$ cat config.mk
export PLATFORM = sky130hd
export DESIGN_NAME = bus_master_ctrl_flat
export DESIGN_NICKNAME = d
export VERILOG_FILES = /design/src/rtl/bus_master_ctrl_pkg.sv /design/src/rtl/bus_master_ctrl_if.sv /design/src/rtl/bus_master_ctrl_timeout_cnt.sv /design/src/rtl/bus_master_ctrl.sv /design/src/flat_wrapper.sv
export SDC_FILE = /design/constraint.sdc
export NUM_CORES = 1
export LEC_CHECK = 0
export CAP_MARGIN = 20
export CORE_ASPECT_RATIO = 0.7
export CORE_MARGIN = 8
export CORE_UTILIZATION = 41
export CTS_CLUSTER_SIZE = 8
export DETAILED_ROUTE_END_ITERATION = 16
export GPL_TIMING_DRIVEN = 0
export PLACE_DENSITY = 0.77
export SKIP_LAST_GASP = 1
export SLEW_MARGIN = 20
export SYNTH_ARGS = -nofsm -noshare
export SYNTH_HDL_FRONTEND = slang
export SYNTH_SLANG_ARGS = --single-unit
export TNS_END_PERCENT = 100
$ cat constraint.sdc
create_clock -name clk -period 1.43 [get_ports clk]
set_input_delay 0.2145 -clock clk [delete_from_list [all_inputs] [get_ports clk]]
set_output_delay 0.2145 -clock clk [all_outputs]
set_load 0.02 [all_outputs]
$ cat src/rtl/bus_master_ctrl_pkg.sv
// Shared types and bus-level constants for the master-side bus sequencer.
package bus_master_ctrl_pkg;

    typedef enum logic [1:0] {
        ST_IDLE   = 2'd0,
        ST_REQ    = 2'd1,
        ST_ACCESS = 2'd2,
        ST_WAIT   = 2'd3
    } mst_state_e;

    localparam logic BUS_READ     = 1'b1;
    localparam logic BUS_WRITE    = 1'b0;
    localparam logic BUS_ENABLE_  = 1'b0;
    localparam logic BUS_DISABLE_ = 1'b1;

endpackage

$ cat src/rtl/bus_master_ctrl_if.sv
// Client-side request port plus arbiter/bus signals of one bus master.
interface bus_master_ctrl_if #(
    parameter int ADDR_W = 30,
    parameter int DATA_W = 32
);
    logic              cl_req;
    logic              cl_rw;
    logic [ADDR_W-1:0] cl_addr;
    logic [DATA_W-1:0] cl_wr_data;
    logic              cl_ack;
    logic              cl_err;
    logic [DATA_W-1:0] cl_rd_data;
    logic              busy;
    logic              m_req_;
    logic              m_grnt_;
    logic              m_as_;
    logic              m_rw;
    logic [ADDR_W-1:0] m_addr;
    logic [DATA_W-1:0] m_wr_data;
    logic [DATA_W-1:0] s_rd_data;
    logic              s_rdy_;

    modport master (
        input  cl_req, cl_rw, cl_addr, cl_wr_data, m_grnt_, s_rd_data, s_rdy_,
        output cl_ack, cl_err, cl_rd_data, busy, m_req_, m_as_, m_rw, m_addr, m_wr_data
    );

    modport slave (
        output cl_req, cl_rw, cl_addr, cl_wr_data, m_grnt_, s_rd_data, s_rdy_,
        input  cl_ack, cl_err, cl_rd_data, busy, m_req_, m_as_, m_rw, m_addr, m_wr_data
    );
endinterface

$ cat src/rtl/bus_master_ctrl_timeout_cnt.sv
// Slave-response timeout counter: cleared at access start, counts wait cycles.
module bus_master_ctrl_timeout_cnt #(
    parameter int TIMEOUT = 255,
    parameter int TO_W    = 8
) (
    input  logic clk,
    input  logic reset,
    input  logic clr,
    input  logic en,
    output logic hit
);
    logic [TO_W-1:0] cnt_r;

    // Wait-cycle counter
    always_ff @(posedge clk) begin
        if (reset) begin
            cnt_r <= {TO_W{1'b0}};
        end else if (clr) begin
            cnt_r <= {TO_W{1'b0}};
        end else if (en) begin
            cnt_r <= cnt_r + {{(TO_W-1){1'b0}}, 1'b1};
        end else begin
            cnt_r <= cnt_r;
        end
    end

    // The wait cycle holding TIMEOUT-1 is the last one allowed, so the
    // limit is reached exactly TIMEOUT cycles after the strobe.
    assign hit = (cnt_r == TO_W'(TIMEOUT - 1));
endmodule

$ cat src/rtl/bus_master_ctrl.sv
// Master-side bus access sequencer: client request -> req_/grnt_/as_/rdy_
// handshake, with slave-response timeout and grant-loss error reporting.
module bus_master_ctrl
    import bus_master_ctrl_pkg::*;
#(
    parameter int ADDR_W  = 30,
    parameter int DATA_W  = 32,
    parameter int TIMEOUT = 255,
    parameter int TO_W    = 8
) (
    input logic               clk,
    input logic               reset,
    bus_master_ctrl_if.master bus
);
    mst_state_e        state_r, state_s;
    logic              lat_rw_r, lat_rw_s;
    logic [ADDR_W-1:0] lat_addr_r, lat_addr_s;
    logic [DATA_W-1:0] lat_wr_data_r, lat_wr_data_s;
    logic              req_s, as_s, rw_s, ack_s, err_s, busy_s;
    logic [ADDR_W-1:0] addr_s;
    logic [DATA_W-1:0] wr_data_s, rd_data_s;
    logic              cnt_clr_s, cnt_en_s, to_hit_s, done_s, fail_s;

    bus_master_ctrl_timeout_cnt #(
        .TIMEOUT (TIMEOUT),
        .TO_W    (TO_W)
    ) u_timeout (
        .clk   (clk),
        .reset (reset),
        .clr   (cnt_clr_s),
        .en    (cnt_en_s),
        .hit   (to_hit_s)
    );

    // Next-state and next-output decode
    always_comb begin
        state_s       = state_r;
        lat_rw_s      = lat_rw_r;
        lat_addr_s    = lat_addr_r;
        lat_wr_data_s = lat_wr_data_r;
        req_s         = bus.m_req_;
        as_s          = BUS_DISABLE_;
        rw_s          = bus.m_rw;
        addr_s        = bus.m_addr;
        wr_data_s     = bus.m_wr_data;
        rd_data_s     = bus.cl_rd_data;
        ack_s         = 1'b0;
        err_s         = 1'b0;
        cnt_clr_s     = 1'b0;
        cnt_en_s      = 1'b0;
        done_s        = 1'b0;
        fail_s        = 1'b0;

        case (state_r)
            ST_IDLE: begin
                if (bus.cl_req) begin
                    lat_rw_s      = bus.cl_rw;
                    lat_addr_s    = bus.cl_addr;
                    lat_wr_data_s = bus.cl_wr_data;
                    req_s         = BUS_ENABLE_;
                    state_s       = ST_REQ;
                end else begin
                    req_s = BUS_DISABLE_;
                end
            end
            ST_REQ: begin
                if (bus.m_grnt_ == BUS_ENABLE_) begin
                    as_s      = BUS_ENABLE_;
                    rw_s      = lat_rw_r;
                    addr_s    = lat_addr_r;
                    wr_data_s = lat_wr_data_r;
                    cnt_clr_s = 1'b1;
                    state_s   = ST_ACCESS;
                end else begin
                    state_s = ST_REQ;
                end
            end
            ST_ACCESS: begin
                if (bus.s_rdy_ == BUS_ENABLE_) begin
                    done_s = 1'b1;
                end else if (bus.m_grnt_ == BUS_DISABLE_) begin
                    done_s = 1'b1;
                    fail_s = 1'b1;
                end else begin
                    state_s = ST_WAIT;
                end
            end
            ST_WAIT: begin
                // ready beats grant loss, grant loss beats timeout
                cnt_en_s = 1'b1;
                if (bus.s_rdy_ == BUS_ENABLE_) begin
                    done_s = 1'b1;
                end else if (bus.m_grnt_ == BUS_DISABLE_) begin
                    done_s = 1'b1;
                    fail_s = 1'b1;
                end else if (to_hit_s) begin
                    done_s = 1'b1;
                    fail_s = 1'b1;
                end else begin
                    state_s = ST_WAIT;
                end
            end
            default: begin
                req_s   = BUS_DISABLE_;
                state_s = ST_IDLE;
            end
        endcase

        if (done_s) begin
            ack_s     = 1'b1;
            err_s     = fail_s;
            rd_data_s = (!fail_s && (bus.m_rw == BUS_READ)) ? bus.s_rd_data : {DATA_W{1'b0}};
            req_s     = BUS_DISABLE_;
            state_s   = ST_IDLE;
        end else begin
            ack_s = 1'b0;
        end

        busy_s = (state_s != ST_IDLE);
    end

    // State, latched request and registered outputs
    always_ff @(posedge clk) begin
        if (reset) begin
            state_r        <= ST_IDLE;
            lat_rw_r       <= BUS_READ;
            lat_addr_r     <= {ADDR_W{1'b0}};
            lat_wr_data_r  <= {DATA_W{1'b0}};
            bus.m_req_     <= BUS_DISABLE_;
            bus.m_as_      <= BUS_DISABLE_;
            bus.m_rw       <= BUS_READ;
            bus.m_addr     <= {ADDR_W{1'b0}};
            bus.m_wr_data  <= {DATA_W{1'b0}};
            bus.cl_ack     <= 1'b0;
            bus.cl_err     <= 1'b0;
            bus.cl_rd_data <= {DATA_W{1'b0}};
            bus.busy       <= 1'b0;
        end else begin
            state_r        <= state_s;
            lat_rw_r       <= lat_rw_s;
            lat_addr_r     <= lat_addr_s;
            lat_wr_data_r  <= lat_wr_data_s;
            bus.m_req_     <= req_s;
            bus.m_as_      <= as_s;
            bus.m_rw       <= rw_s;
            bus.m_addr     <= addr_s;
            bus.m_wr_data  <= wr_data_s;
            bus.cl_ack     <= ack_s;
            bus.cl_err     <= err_s;
            bus.cl_rd_data <= rd_data_s;
            bus.busy       <= busy_s;
        end
    end
endmodule
$ cat src/flat_wrapper.sv
// flat-port wrapper written by rule: the top's interface ports become plain ports
module bus_master_ctrl_flat import bus_master_ctrl_pkg::*;
#(
    parameter int ADDR_W  = 30,
    parameter int DATA_W  = 32,
    parameter int TIMEOUT = 255,
    parameter int TO_W    = 8
)
  (clk, reset, bus_cl_req, bus_cl_rw, bus_cl_addr, bus_cl_wr_data, bus_m_grnt_, bus_s_rd_data, bus_s_rdy_, bus_cl_ack, bus_cl_err, bus_cl_rd_data, bus_busy, bus_m_req_, bus_m_as_, bus_m_rw, bus_m_addr, bus_m_wr_data);
  bus_master_ctrl_if #(.ADDR_W(ADDR_W), .DATA_W(DATA_W)) bus_i ();
  input logic clk;
  input logic reset;
  input wire logic [$bits(bus_i.cl_req)-1:0] bus_cl_req;
  input wire logic [$bits(bus_i.cl_rw)-1:0] bus_cl_rw;
  input wire logic [$bits(bus_i.cl_addr)-1:0] bus_cl_addr;
  input wire logic [$bits(bus_i.cl_wr_data)-1:0] bus_cl_wr_data;
  input wire logic [$bits(bus_i.m_grnt_)-1:0] bus_m_grnt_;
  input wire logic [$bits(bus_i.s_rd_data)-1:0] bus_s_rd_data;
  input wire logic [$bits(bus_i.s_rdy_)-1:0] bus_s_rdy_;
  output wire logic [$bits(bus_i.cl_ack)-1:0] bus_cl_ack;
  output wire logic [$bits(bus_i.cl_err)-1:0] bus_cl_err;
  output wire logic [$bits(bus_i.cl_rd_data)-1:0] bus_cl_rd_data;
  output wire logic [$bits(bus_i.busy)-1:0] bus_busy;
  output wire logic [$bits(bus_i.m_req_)-1:0] bus_m_req_;
  output wire logic [$bits(bus_i.m_as_)-1:0] bus_m_as_;
  output wire logic [$bits(bus_i.m_rw)-1:0] bus_m_rw;
  output wire logic [$bits(bus_i.m_addr)-1:0] bus_m_addr;
  output wire logic [$bits(bus_i.m_wr_data)-1:0] bus_m_wr_data;
  assign bus_i.cl_req = bus_cl_req;
  assign bus_i.cl_rw = bus_cl_rw;
  assign bus_i.cl_addr = bus_cl_addr;
  assign bus_i.cl_wr_data = bus_cl_wr_data;
  assign bus_i.m_grnt_ = bus_m_grnt_;
  assign bus_i.s_rd_data = bus_s_rd_data;
  assign bus_i.s_rdy_ = bus_s_rdy_;
  assign bus_cl_ack = bus_i.cl_ack;
  assign bus_cl_err = bus_i.cl_err;
  assign bus_cl_rd_data = bus_i.cl_rd_data;
  assign bus_busy = bus_i.busy;
  assign bus_m_req_ = bus_i.m_req_;
  assign bus_m_as_ = bus_i.m_as_;
  assign bus_m_rw = bus_i.m_rw;
  assign bus_m_addr = bus_i.m_addr;
  assign bus_m_wr_data = bus_i.m_wr_data;
  bus_master_ctrl #(.ADDR_W(ADDR_W), .DATA_W(DATA_W), .TIMEOUT(TIMEOUT), .TO_W(TO_W)) u_core (.clk(clk), .reset(reset), .bus(bus_i));
endmodule
==> results of run 1 <==
worst reg2reg max path: cells and delay by family (launching register included):
family,cells,cell delay (ns)
buf+inv,1,0.15
simple gates,2,0.68
flops,1,0.36
compound gates,1,0.22
cell usage in the layout (no fill, tap or decap), types with 5 or more instances in the layout:
master           count
a21oi_1             11
a21oi_2             57
a22o_1              62
buf_12               9
buf_4               20
buf_6               19
buf_8                5
clkbuf_1             8
clkbuf_16           31
clkbuf_2             9
clkdlybuf4s50_1     98
dfxtp_1            166
dlygate4sd2_1      100
inv_1               37
nand2_1             89
nand2_2             11
nand2_4             63
o41ai_1             27
cell usage after synthesis (all sizes together):
library cell,count
a21boi,1
a21oi,69
a22o,62
a311oi,1
and2,1
buf,21
clkbuf,30
dfxtp,173
ha,2
inv,38
nand2,163
nand3,4
nand3b,1
nand4,3
nor2,4
nor3,2
nor3b,1
nor4,3
nor4bb,1
o2111a,1
o2111ai,1
o21ai,4
o22a,1
o31ai,3
o41ai,32
or3,3
or3b,2
or4,2
xnor2,1
xor2,1
sequential cells by signal, indices dropped and copies added, names as in the netlist, 2 cells and up:
| signal | flops |
|---|---|
| u_core.bus.m_addr | 30 |
| u_core.lat_wr_data_r | 32 |
| u_core.bus.m_wr_data | 32 |
| u_core.lat_addr_r | 30 |
| u_core.bus.cl_rd_data | 32 |
| u_core.u_timeout.cnt_r | 8 |
| u_core.state_r | 2 |
layer usage:
layer / up-vias / routed length, um
li1: 2723 / -
met1: 2770 / 9630
met2: 149 / 9840
met3: 16 / 1100
met4: 0 / 225
met5: - / 0
how the worst max path moves through the flow:
stage | startpoint | end | slack, ns | cells past startpoint
2_1_floorplan | u_core.state_r[1] | u_core.bus.m_addr[0] | -0.09 | 6
3_3_place_gp | bus_m_grnt_ | u_core.bus.m_addr[6] | -0.79 | 6
3_5_place_dp | bus_m_grnt_ | u_core.bus.m_addr[8] | -0.81 | 6
4_1_cts | u_core.state_r[1] | u_core.bus.m_wr_data[29] | -0.17 | 4
5_1_grt | bus_m_grnt_ | u_core.bus.cl_rd_data[28] | -0.13 | 5
6_report | u_core.state_r[1] | u_core.bus.m_addr[25] | -0.1 | 4
what timing repair did:
action                     in CTS  in global routing
gates resized for setup       297                130
hold buffers                    0                  0
setup buffers                  25                  6
setup endpoints to repair     263                166
pin swaps                     136                 70
cloned                         16                  3
report_power, final:
| part | switching (W) | internal, W |
|---|---|---|
| Sequential | 0.000174 | 0.00502 |
| Clock | 0.00216 | 0.00250 |
| Combinational | 0.000957 | 0.00108 |
layout make-up:
type / instances / area [um2]
Buffer: 48 / 549
Clock buffer: 17 / 425
Clock inverter: 15 / 178
Fill cell: 999 / 3630
Inverter: 38 / 143
Multi-Input combinational cell: 371 / 2930
Sequential cell: 173 / 3480
Tap cell: 190 / 238
Timing Repair Buffer: 240 / 2480
cell families after synthesis:
group	count (synthesis)
adder cells (fa/ha/maj)	2
buffers and inverters	89
XOR/XNOR	2
AND/OR/NAND/NOR	190
AO/OA/AOI/OAI	175
flip-flops	173
through the flow:
stage | TNS, ns | hold slack (ns) | total power [W] | utilization [%] | worst slack, ns
detailed placement | -101.07 | 0.447 | 0.00646 | 58.6 | -0.810
global placement | -97.23 | 0.441 | 0.00644 | 58.6 | -0.786
floorplan | -6.77 | 0.318 | 0.00584 | - | -0.0933
CTS | -13.06 | 0.333 | 0.0117 | 70.9 | -0.166
global route | -13.09 | 0.337 | 0.0123 | 74.2 | -0.135
finish | -7.02 | 0.340 | 0.0119 | 74.2 | -0.0988
==> out/results.ini, run 1 <==
[status]
status=finished, violations left
violations=setup timing

[worst_hold_path]
hold_class=input pin to flop
worstHoldStart=bus_s_rd_data[19]
hold_end=u_core.bus.cl_rd_data[19]
whs_path_depth=3

[clock_tree]
cts_buffers=17
cts_sinks=173
clk_path_buf_depth=2
root_buffer=clkbuf_16
cts_tree=built
path_clk_slew_ns=0.07
htreeDepth=4
clkLatencyLatePin_ns=0.42

[sta]
slew_violations=0
skew_ns=0.0124
fmaxAchievable_mhz=654
final_hold_viol_count=0
finalSetupViolCount=155
relSlewSlack_pct=48.5
tightest_slew_ns=0.773
fin_crit_sh_pct=107
timing.final.ws_setup_ns=-0.0988
period_needed_ns=1.53
grt_setup_unrepaired=true

[global_route]
use_met1_pct=28.7
grt_use_total_pct=21.4
overflow=0
grt_pass1_vias=5733
grt_max_degree=19
use_met3_pct=5.31
antenna_found_initial=0
top_usage_layer=met2
grt_pass1_wl_mm=32.1
grt_use_met2_pct=34.8

[synth]
netlist-cell-type-count=35
synth-seq-area-share_pct=58.2
synth_seq_cells=173
synth_top_family_by_area=compound AO/OA/AOI/OAI gates
yosys.area.top_type=dfxtp_1
synthXorXnorAreaFrac_pct=0.294
synth_top_area_share_pct=58.2
netlist_instances=631
syn_avg_cell_area_um2=9.43
synth_area_leaders=dfxtp_1 58%, nand2_1 10%, a22o_1 9.1%
yosys_warnings=0
synthMuxAreaShare_pct=0
yosys.area_share.adder_pct=0.421
syn_area_um2=5950
synth_compound_area_share_pct=21.1
yosys.area_share.simple_pct=13.2
syn_nets=733

[setup_path]
crit_slowest_cell=or3b_4
worstSetupPathType=flop to flop
slowest_delay_ns=0.43
worstPathMaxFanout=6
ff2ff_path_depth=4
critPathLaunchType=flop
end_kind=flop
path_cells=or3b_4 > and2_4 > buf_6 > a22o_1
cp.required_ns=1.73
path_delay_family=simple AND/OR/NAND/NOR gates
reg2reg_from=u_core.state_r[1]
arrival_ns=1.83
r2r_setup_slack_ns=-0.1
critPathBufInv=1
r2r_end=u_core.bus.m_addr[25]

[cells_and_area]
drive_above_1_share_pct=30.2
layout.nets=991
finalInstanceArea_um2=10400
area_delta_synth_final_pct=75.2
n_antenna_cell=0
finalNonFillerCells=1092

[flow_run]
cap_violations=0

[detailed_routing]
wl_mm=20.8
via_per_inst=5.18
drcViolationCount=0
vias=5658
firstDrtPassIters=4
first_iter_violations=315
antenna_left=0
wl_per_cell_um=19.0

[placed_design]
dpl.cell_count=1019
dp_hpwl_mm=12.8
port_buffers=198
place_area_um2=8230
gp_congestion=0.788

[floorplanning]
row_count=36
start_util_pct=42.3
die_x_um=160
die_area_um2=18700
core_area_um2=14100
io_pins=200
dieHeight_um=117

[pwr]
ir_drop_v=0.000872
leakage_nw=4.59
power_density_nw_per_um2=1140

Power figures use the tool's default switching activity.
==> run 2: changes to the inputs <==
--- a/config.mk
+++ b/config.mk
@@ -6,7 +6,7 @@
 export NUM_CORES = 1
 export LEC_CHECK = 0
 export CAP_MARGIN = 20
-export CORE_ASPECT_RATIO = 0.7
+export CORE_ASPECT_RATIO = 0.8
 export CORE_MARGIN = 8
 export CORE_UTILIZATION = 41
 export CTS_CLUSTER_SIZE = 8
==> out/results.ini, run 2 (synthesis gave the netlist of run 1 again) <==
[placed_design]
dpl.cell_count=1013  ; -0.59%
gp_congestion=0.771  ; -2.1%
port_buffers=198  ; unchanged
place_area_um2=8220  ; about the same
dp_hpwl_mm=12.5  ; -2.2%

[sta]
fmaxAchievable_mhz=628  ; -4.0%
final_hold_viol_count=0  ; unchanged
tightest_slew_ns=0.825  ; +0.0528 ns
finalSetupViolCount=120  ; -23%
slew_violations=0  ; unchanged
fin_crit_sh_pct=111  ; +4.5 points
hold_ws_ns=0.334  ; -0.00639 ns
grt_setup_unrepaired=true
skew_ns=0.00871  ; -0.00373 ns
relSlewSlack_pct=45.0  ; -3.5 points
timing.final.ws_setup_ns=-0.163  ; -0.0640 ns
period_needed_ns=1.59  ; +0.0640 ns
final.setup.tns_ns=-6.36  ; +0.653 ns

[cells_and_area]
drive_above_1_share_pct=31.7  ; +1.6 points
finalNonFillerCells=1088  ; -0.37%
n_antenna_cell=0  ; unchanged
area_delta_synth_final_pct=75.5
layout_common_cells=165 x dfxtp_1, 99 x dlygate4sd2_1, 98 x clkdlybuf4s50_1
post-route-util_pct=73.3  ; -0.90 points
nFillCells=990  ; -0.90%
layout_commonest_cell=dfxtp_1
layout.nets=993  ; +0.20%
top_regs=u_core.bus.cl_rd_data (32), u_core.bus.m_wr_data (32), u_core.lat_wr_data_r (32)
finalInstanceArea_um2=10400  ; +0.16%

[setup_path]
worstPathMaxFanout=10  ; +4
critPathLaunchType=flop
r2r_setup_slack_ns=-0.16  ; -0.06 ns
path_cells=or3b_4 > nor2_4 > buf_12 > buf_2 > a22o_1
end_kind=flop
arrival_ns=1.96  ; +0.13 ns
crit_slowest_cell=or3b_4
slowest_delay_ns=0.44  ; about the same
cp.required_ns=1.80  ; +0.07 ns
worstSetupPathType=flop to flop
ff2ff_path_depth=5  ; +1

[floorplanning]
dieHeight_um=124  ; +6.0%
row_count=39  ; +8.3%
core_area_um2=14200  ; +1.4%
die_area_um2=18600  ; -0.20%
start_util_pct=41.8  ; -0.58 points
die_x_um=151  ; -5.8%
io_pins=200  ; unchanged

[detailed_routing]
firstDrtPassIters=4  ; unchanged
wl_mm=20.6  ; -1.0%
via_per_inst=5.18  ; about the same
wl_per_cell_um=18.9  ; -0.63%
drcViolationCount=0  ; unchanged
antenna_left=0  ; unchanged
first_iter_violations=241  ; -23%
vias=5636  ; -0.39%

[clock_tree]
root_buffer=clkbuf_16
cts_hold_buf=0  ; unchanged
clk_path_buf_depth=2  ; unchanged
htreeDepth=4  ; unchanged
cts_buffers=17  ; unchanged
cts_tree=built
path_clk_slew_ns=0.07  ; about the same
clkLatencyLatePin_ns=0.43  ; about the same
cts_sinks=173  ; unchanged

[global_route]
overflow=0  ; unchanged
grt_pass1_wl_mm=29.7  ; -7.4%
use_met1_pct=25.9  ; -2.8 points
grt_pass1_vias=5562  ; -3.0%
top_usage_layer=met2
use_met3_pct=5.08  ; -0.23 points
antenna_found_initial=0  ; unchanged
grt_max_degree=19  ; unchanged
grt_use_total_pct=20.5  ; -0.97 points
grt_use_met2_pct=33.1  ; -1.6 points

[worst_hold_path]
whs_path_depth=3  ; unchanged
hold_class=input pin to flop

[pwr]
leakage_nw=4.64  ; +1.2%
power_density_nw_per_um2=1120  ; -1.8%
ir_drop_v=0.000904  ; +3.6%

[flow_run]
cap_violations=0  ; unchanged

[status]
status=finished, violations left
violations=setup timing

-- run 2: power breakdown --
group	total [W]	internal, W	switching [W]
Sequential	0.00520	0.00502	0.000176
Combinational	0.00197	0.00103	0.000942
Clock	0.00453	0.00237	0.00216
-- run 2: repair_timing --
item	CTS	global route
gates cloned	16	3
pin swaps	106	92
buffers inserted	16	14
resized for setup	233	233
setup endpoints to repair	263	166
-- run 2: path summary, 6_finish.rpt --
| check | end | startpoint |
|---|---|---|
| setup / recovery | u_core.bus.m_addr[16] | u_core.state_r[0] |
| hold reg to reg | u_core.bus.cl_rd_data[19] | u_core.bus.cl_rd_data[19] |
| setup reg to reg | u_core.bus.m_addr[16] | u_core.state_r[0] |
| hold / removal | u_core.bus.cl_rd_data[2] | bus_s_rd_data[2] |
-- run 2: stage by stage --
stage / power (W) / worst slack, ns
after global placement: 0.00643 / -0.772
after global routing: 0.0121 / -0.182
after CTS: 0.0113 / -0.168
after detailed placement: 0.00645 / -0.794
final: 0.0117 / -0.163
after floorplan: 0.00584 / -0.0933
-- run 2: critical path, delay by kind of cell, from the launching register on --
| family | cells | cell delay (ns) |
|---|---|---|
| buffers and inverters | 2 | 0.41 |
| AO/OA/AOI/OAI | 1 | 0.18 |
| flip-flops | 1 | 0.36 |
| AND/OR/NAND/NOR | 2 | 0.59 |
-- run 2: final cells by class --
class	instances	area [um2]	area share, %
well taps	184	230	2.21
inverters	38	143	1.37
multi-input cells	371	3050	29.2
clock inverters	14	140	1.34
plain buffers	49	536	5.13
repair buffers	241	2420	23.2
clock buffers	18	439	4.21
flip-flops and latches	173	3480	33.3
-- run 2: per-layer routing --
metal | routed length, um | part of all wire, %
met1 | 8750 | 43
met2 | 10100 | 49
met3 | 1350 | 6.6
met4 | 359 | 1.7
met5 | 0 | 0
